## src/rtl/bp_pkg.sv

```systemverilog
// Shared definitions for the two-level branch predictor.
//   MODE_LOCAL / MODE_GSHARE : values of the predictor MODE parameter
//   sat_upd()                : saturating up/down step of a CTR_W-bit counter
//   hist_shift()             : shift one outcome into a width-bit history
// Both helpers work on int so callers of any width can size-cast the
// result back down without leaving unused slices behind.
package bp_pkg;

  localparam int MODE_LOCAL  = 0;
  localparam int MODE_GSHARE = 1;

  // Move a counter one step toward taken/not-taken, clamping at both ends.
  function automatic int sat_upd(input int ctr, input logic taken, input int ctr_w);
    int ctr_max;
    ctr_max = (1 << ctr_w) - 1;
    if (taken) return (ctr < ctr_max) ? ctr + 1 : ctr;
    else       return (ctr > 0)       ? ctr - 1 : ctr;
  endfunction

  // Newest outcome enters at bit 0; bits above 'width' (the oldest) fall off.
  // With width = 1 the result is simply the new outcome.
  function automatic int hist_shift(input int hist, input logic bit_in, input int width);
    int mask;
    mask = (width >= 32) ? -1 : (1 << width) - 1;
    return ((hist << 1) | int'(bit_in)) & mask;
  endfunction

endpackage

```

## src/rtl/bp_sat_ctr_table.sv

```systemverilog
// Pattern history table: 2**AW saturating counters held in flops.
//   clk, rst_n   : clock, asynchronous active-low reset (all entries -> CTR_INIT)
//   i_rd_idx     : combinational read index
//   o_rd_taken   : MSB of the addressed counter (the taken/not-taken verdict)
//   i_wr_en      : apply one saturating step at i_wr_idx this edge
//   i_wr_idx     : entry to update
//   i_wr_taken   : step direction (1 = increment, 0 = decrement)
module bp_sat_ctr_table
  import bp_pkg::*;
#(
  parameter int AW       = 5,
  parameter int CTR_W    = 2,
  parameter int CTR_INIT = 1
) (
  input  logic          clk,
  input  logic          rst_n,
  input  logic [AW-1:0] i_rd_idx,
  output logic          o_rd_taken,
  input  logic          i_wr_en,
  input  logic [AW-1:0] i_wr_idx,
  input  logic          i_wr_taken
);

  logic [CTR_W-1:0] r_ctr [2**AW];

  // Read sees the stored value only, so a same-cycle write to the same entry
  // becomes visible on the following cycle.
  assign o_rd_taken = r_ctr[i_rd_idx][CTR_W-1];

  // NOTE: every entry must start at a known counter value, so the array is
  // built from resettable flops; a RAM macro cannot be cleared this way.
  always_ff @(posedge clk or negedge rst_n) begin
    if (!rst_n) begin
      for (int i = 0; i < 2**AW; i++) r_ctr[i] <= CTR_W'(CTR_INIT);
    end else if (i_wr_en) begin
      r_ctr[i_wr_idx] <= CTR_W'(sat_upd(int'(r_ctr[i_wr_idx]), i_wr_taken, CTR_W));
    end
  end

endmodule

```

## src/rtl/dyn_brnch_pred_2lvl_param.sv

```systemverilog
// Two-level dynamic branch predictor between IF and ID.
//   clk, rst_n            : clock, asynchronous active-low reset
//   brch_addr_IF          : low PC bits of the IF instruction
//   brch_instr_detectd_IF : IF holds a branch
//   brch_addr_ID          : low PC bits of the ID branch
//   brch_instr_detectd_ID : ID holds a resolving branch
//   brch_hazard_stall     : IF/ID frozen this cycle (no update, pipeline holds)
//   actual_brch_result    : resolved direction in ID (1 = taken)
//   predict_br_taken      : zero-latency prediction for the IF instruction
//   brch_mispredict       : ID branch resolved against its prediction
//   mispred_cnt           : saturating count of mispredictions
// MODE selects the PHT index: local history per PC (LHT) or GHR ^ PC.
module dyn_brnch_pred_2lvl_param
  import bp_pkg::*;
#(
  parameter int IDX_W    = 5,
  parameter int HIST_W   = 5,
  parameter int CTR_W    = 2,
  parameter int CTR_INIT = 1,
  parameter int MODE     = 0,
  parameter int CNT_W    = 16
) (
  input  logic             clk,
  input  logic             rst_n,
  input  logic [IDX_W-1:0] brch_addr_IF,
  input  logic             brch_instr_detectd_IF,
  input  logic [IDX_W-1:0] brch_addr_ID,
  input  logic             brch_instr_detectd_ID,
  input  logic             brch_hazard_stall,
  input  logic             actual_brch_result,
  output logic             predict_br_taken,
  output logic             brch_mispredict,
  output logic [CNT_W-1:0] mispred_cnt
);

  logic [HIST_W-1:0] w_pht_idx_if;
  logic              w_pred_if;
  logic              w_upd;
  logic [HIST_W-1:0] r_pht_idx_id;
  logic              r_pred_id;
  logic [CNT_W-1:0]  r_mispred_cnt;

  assign w_upd = brch_instr_detectd_ID & ~brch_hazard_stall;

  // ---------------------------------------------------------------------------
  // History source and PHT index
  // ---------------------------------------------------------------------------
  generate
    if (MODE == MODE_GSHARE) begin : g_gshare
      logic [HIST_W-1:0] r_ghr;
      logic [HIST_W-1:0] w_addr_ext;

      if (IDX_W >= HIST_W) begin : g_addr_trunc
        assign w_addr_ext = brch_addr_IF[HIST_W-1:0];
      end else begin : g_addr_zext
        assign w_addr_ext = {{(HIST_W-IDX_W){1'b0}}, brch_addr_IF};
      end

      assign w_pht_idx_if = r_ghr ^ w_addr_ext;

      // NOTE: state registers use non-blocking assignments so every flop
      // samples the pre-edge values, which is what gives the "no bypass"
      // read-before-write behaviour.
      always_ff @(posedge clk or negedge rst_n) begin
        if (!rst_n)     r_ghr <= '0;
        else if (w_upd) r_ghr <= HIST_W'(hist_shift(int'(r_ghr), actual_brch_result, HIST_W));
      end
    end else begin : g_local
      logic [HIST_W-1:0] r_lht [2**IDX_W];

      assign w_pht_idx_if = r_lht[brch_addr_IF];

      always_ff @(posedge clk or negedge rst_n) begin
        if (!rst_n) begin
          for (int i = 0; i < 2**IDX_W; i++) r_lht[i] <= '0;
        end else if (w_upd) begin
          r_lht[brch_addr_ID] <=
            HIST_W'(hist_shift(int'(r_lht[brch_addr_ID]), actual_brch_result, HIST_W));
        end
      end
    end
  endgenerate

  // ---------------------------------------------------------------------------
  // Pattern history table: read by IF, updated at the index IF used
  // ---------------------------------------------------------------------------
  bp_sat_ctr_table #(
    .AW       (HIST_W),
    .CTR_W    (CTR_W),
    .CTR_INIT (CTR_INIT)
  ) u_pht (
    .clk        (clk),
    .rst_n      (rst_n),
    .i_rd_idx   (w_pht_idx_if),
    .o_rd_taken (w_pred_if),
    .i_wr_en    (w_upd),
    .i_wr_idx   (r_pht_idx_id),
    .i_wr_taken (actual_brch_result)
  );

  assign predict_br_taken = w_pred_if & brch_instr_detectd_IF;

  // ---------------------------------------------------------------------------
  // IF->ID carry of index and prediction; frozen together with IF/ID
  // ---------------------------------------------------------------------------
  always_ff @(posedge clk or negedge rst_n) begin
    if (!rst_n) begin
      r_pht_idx_id <= '0;
      r_pred_id    <= 1'b0;
    end else if (!brch_hazard_stall) begin
      r_pht_idx_id <= w_pht_idx_if;
      r_pred_id    <= predict_br_taken;
    end
  end

  // ---------------------------------------------------------------------------
  // Misprediction flag and saturating counter
  // ---------------------------------------------------------------------------
  assign brch_mispredict = w_upd & (r_pred_id != actual_brch_result);

  always_ff @(posedge clk or negedge rst_n) begin
    if (!rst_n)
      r_mispred_cnt <= '0;
    else if (brch_mispredict && (r_mispred_cnt != {CNT_W{1'b1}}))
      r_mispred_cnt <= r_mispred_cnt + CNT_W'(1);
  end

  assign mispred_cnt = r_mispred_cnt;

endmodule

```

## config.mk

```make
export PLATFORM = sky130hd
export DESIGN_NAME = dyn_brnch_pred_2lvl_param
export DESIGN_NICKNAME = d
export VERILOG_FILES = /design/src/rtl/bp_pkg.sv /design/src/rtl/bp_sat_ctr_table.sv /design/src/rtl/dyn_brnch_pred_2lvl_param.sv
export SDC_FILE = /design/constraint.sdc
export NUM_CORES = 1
export LEC_CHECK = 0
export CELL_PAD_IN_SITES_DETAIL_PLACEMENT = 0
export CELL_PAD_IN_SITES_GLOBAL_PLACEMENT = 2
export CORE_MARGIN = 5
export CORE_UTILIZATION = 49
export CTS_BUF_LIST = sky130_fd_sc_hd__clkbuf_4 sky130_fd_sc_hd__clkbuf_8 sky130_fd_sc_hd__clkbuf_16
export DETAILED_ROUTE_END_ITERATION = 7
export GPL_ROUTABILITY_DRIVEN = 0
export PLACE_DENSITY = 0.9
export SETUP_SLACK_MARGIN = 0.1
export SLEW_MARGIN = 20
export SYNTH_ARGS = -nofsm -noshare
export SYNTH_HDL_FRONTEND = slang
export SYNTH_SLANG_ARGS = --single-unit
```

## constraint.sdc

```tcl
create_clock -name clk -period 7.95 [get_ports clk]
set_input_delay 1.59 -clock clk [delete_from_list [all_inputs] [get_ports clk]]
set_output_delay 1.59 -clock clk [all_outputs]
set_load 0.01 [all_outputs]
```

==> reports/metrics.cfg <==
[run_status]
status=finished clean

[clocking]
clockBufferDepth=3
cts_setup_buffers=0
clk_latency_ns=0.53
cts_resized=0
root_buffer=clkbuf_16
htreeDepth=1
numCtsBuffers=27
ctsHoldBuffers=0
cts_tree=done
clock-sinks=246
path_clk_slew_ns=0.06

[placement]
io_buffers=33
dp_slack_ns=1.12
place_inst=1266
place_area_mm2=0.0135
dp_hpwl_mm=21.3

[power]
power.density_mw_per_mm2=216
ir_drop_v=0.000182
leakage_uw=0.00654

[route]
ant_nets=0
routedWlPerCell_um=23.4
firstDrtPassIters=4
wl_mm=30.8
vias=8073
via_per_inst=6.13
drc=0
drtIter0Drc=468

[synth]
syn_nets=953
synth_enable_flop_cells=0
synth_cells=936
ys_seq_elements=246
avgSynthCellArea_um2=13.8
synth-seq-area-share_pct=47.9
synth_area_mm2=0.0129
async_flop_share_pct=100
yosysWarnings=0
ys.flop_type=dfrtp_1
ys_types=57

[sta]
setup_ws_ns=1.07
final_hold_viol_count=0
slew_violations=0
fmax_ghz=0.145
fin_worst_skew_ns=0.00987
period_share_pct=86.5
hold-worst-slack_ns=0.491
max_slew_margin_pct=28.3
setup_viol=0
tns_ns=0
rsz0062_at_grt=false
fin_crit_ns=6.88
tightest_slew_ns=1.08

[cells_and_area]
nNetsFinal=977
seqCellArea_mm2=0.00620
area_growth_pct=11.6
nFillCells=2153
multi_input_area_mm2=0.00634
final_area_mm2=0.0145
drive_gt1_share_pct=42.0
instances_no_fill=1316
diodes=0

[grt]
overflow=0
grt_pass1_wl_mm=49.7
first_global_vias=8459
grt_antenna_before_repair=1
grt_use_total_pct=20.7
grt_max_degree=129

[critical_path]
start_kind=input pin
cp_cell_sequence=clkdlybuf4s50_1 > and2_1 > a22oi_1 > and3_1 > a31oi_2 > and2_4 > mux2i_1 > a211oi_1 > o32ai_1 > nor4b_1 > clkdlybuf4s50_1
path_common_cell=clkdlybuf4s50_1
crit_buf_inv=2
required_ns=6.36
crit_path_max_incr_delay_ns=0.80
cp-end-kind=output pin
critical_path_class=in2out
crit_fanout=17
cp_slowest_cell=clkdlybuf4s50_1
critical_path.top_delay_family=buffers and inverters
reg2reg_depth=6
worst-path-stages=11
arrival_ns=5.29

[min_path]
holdPathStages=1
hp-class=reg2reg

[floorplan]
design.core.area_mm2=0.0261
initial_utilization_pct=49.7
io_pins=34
die-area_mm2=0.0298
die_w_um=173
rows=59
die_height_um=173

[run]
maxCapViolCount=0

==> cell usage in the layout, fill, tap and decap left out, types with 3 or more instances in the layout <==
cell             count
mux2_2             224
dfrtp_1            214
mux4_2              69
nand2_1             55
nor2_1              49
dfstp_2             32
mux2i_1             29
clkdlybuf4s50_1     28
clkbuf_16           27
inv_1               24
a22oi_1             21
buf_4               18
nand3_1             17
mux4_1              15
a21oi_1             14
xnor2_1             13
o21ai_0              8
a211oi_1             7
nor2b_1              7
and3_1               7
nor3_1               7
clkbuf_4             7
clkbuf_8             7
nor3b_1              6
nand4_1              6
o22ai_1              5
nand2b_1             5
nand3b_1             5
a221oi_1             4
clkinv_2             4
buf_2                4
and2_1               3
xor2_1               3
==> cells in the mapped netlist, types with 6 or more instances <==
cell	count	area, um2
a211oi_1	7	52.6
a22oi_1	21	158
mux4_2	69	1550
dfrtp_1	214	5360
nor2_1	49	184
a21oi_1	14	70.1
and3_1	7	43.8
nor3b_1	6	45.0
nor3_1	7	35.0
nand3_1	18	90.1
inv_1	24	90.1
mux4_1	15	394
mux2_2	224	2520
nand4_1	6	37.5
nand2_1	55	206
dfstp_2	32	841
mux2i_1	29	290
clkbuf_1	37	139
o21ai_0	8	40.0
xnor2_1	13	114
nor2b_1	7	43.8
==> registers in the layout (all words and copies together) (netlist names) <==
signal / flops
r_pred_id: 1
u_pht.r_ctr: 64
g_local.r_lht: 160
r_pht_idx_id: 5
mispred_cnt: 16
==> logic make-up after synthesis <==
| family | after synthesis | synth area share, % |
|---|---|---|
| muxes | 337 | 36.8 |
| DFF | 246 | 47.9 |
| and+or+nand+nor | 182 | 6.80 |
| buffers and inverters | 81 | 3.20 |
| AOI/OAI and AO/OA | 71 | 4.04 |
| xor gates and xnor gates | 16 | 1.08 |
| adders and majority gates | 3 | 0.251 |
==> path summary, 6_finish.rpt <==
check,slack [ns],end,start
hold reg to reg,0.49,mispred_cnt[12],mispred_cnt[12]
max in group asynchronous,5.60,r_pred_id,rst_n
min in group asynchronous,1.15,g_local.r_lht[64],rst_n
hold / removal,0.49,mispred_cnt[12],mispred_cnt[12]
setup reg to reg,4.53,u_pht.r_ctr[14],r_pht_idx_id[1]
setup / recovery,1.07,predict_br_taken,brch_addr_IF[2]
==> power by group <==
part | total, uW | internal, uW | switching (uW)
registers | 1410 | 1340 | 71.9
clock network | 1290 | 781 | 507
logic | 420 | 190 | 230
total | 3120 | 2310 | 808
==> final cells by class <==
| cell class | instances | area share [%] |
|---|---|---|
| multi-input combinational | 609 | 43.9 |
| clock inverter | 9 | 0.736 |
| inverter | 24 | 0.623 |
| tap | 335 | 2.90 |
| clock buffer | 41 | 5.71 |
| sequential | 246 | 42.9 |
| timing repair buffer | 52 | 3.26 |
==> metal layers <==
| layer | part of all wire, % | wire [um] | GRT usage (%) |
|---|---|---|---|
| met1 | 47 | 14600 | 32.0 |
| met2 | 45 | 13800 | 30.4 |
| met3 | 6.3 | 1950 | 4.63 |
| met4 | 1.6 | 508 | 3.86 |
| met5 | 0 | 0 | 0 |
==> stage by stage <==
stage                     utilization (%)  power, uW
after floorplan                         -       1710
after CTS                            55.4       3150
after detailed placement             51.9       1860
after global placement               51.9       1850
after global routing                 55.5       3250
final                                55.5       3120
Power figures use the tool's default switching activity.
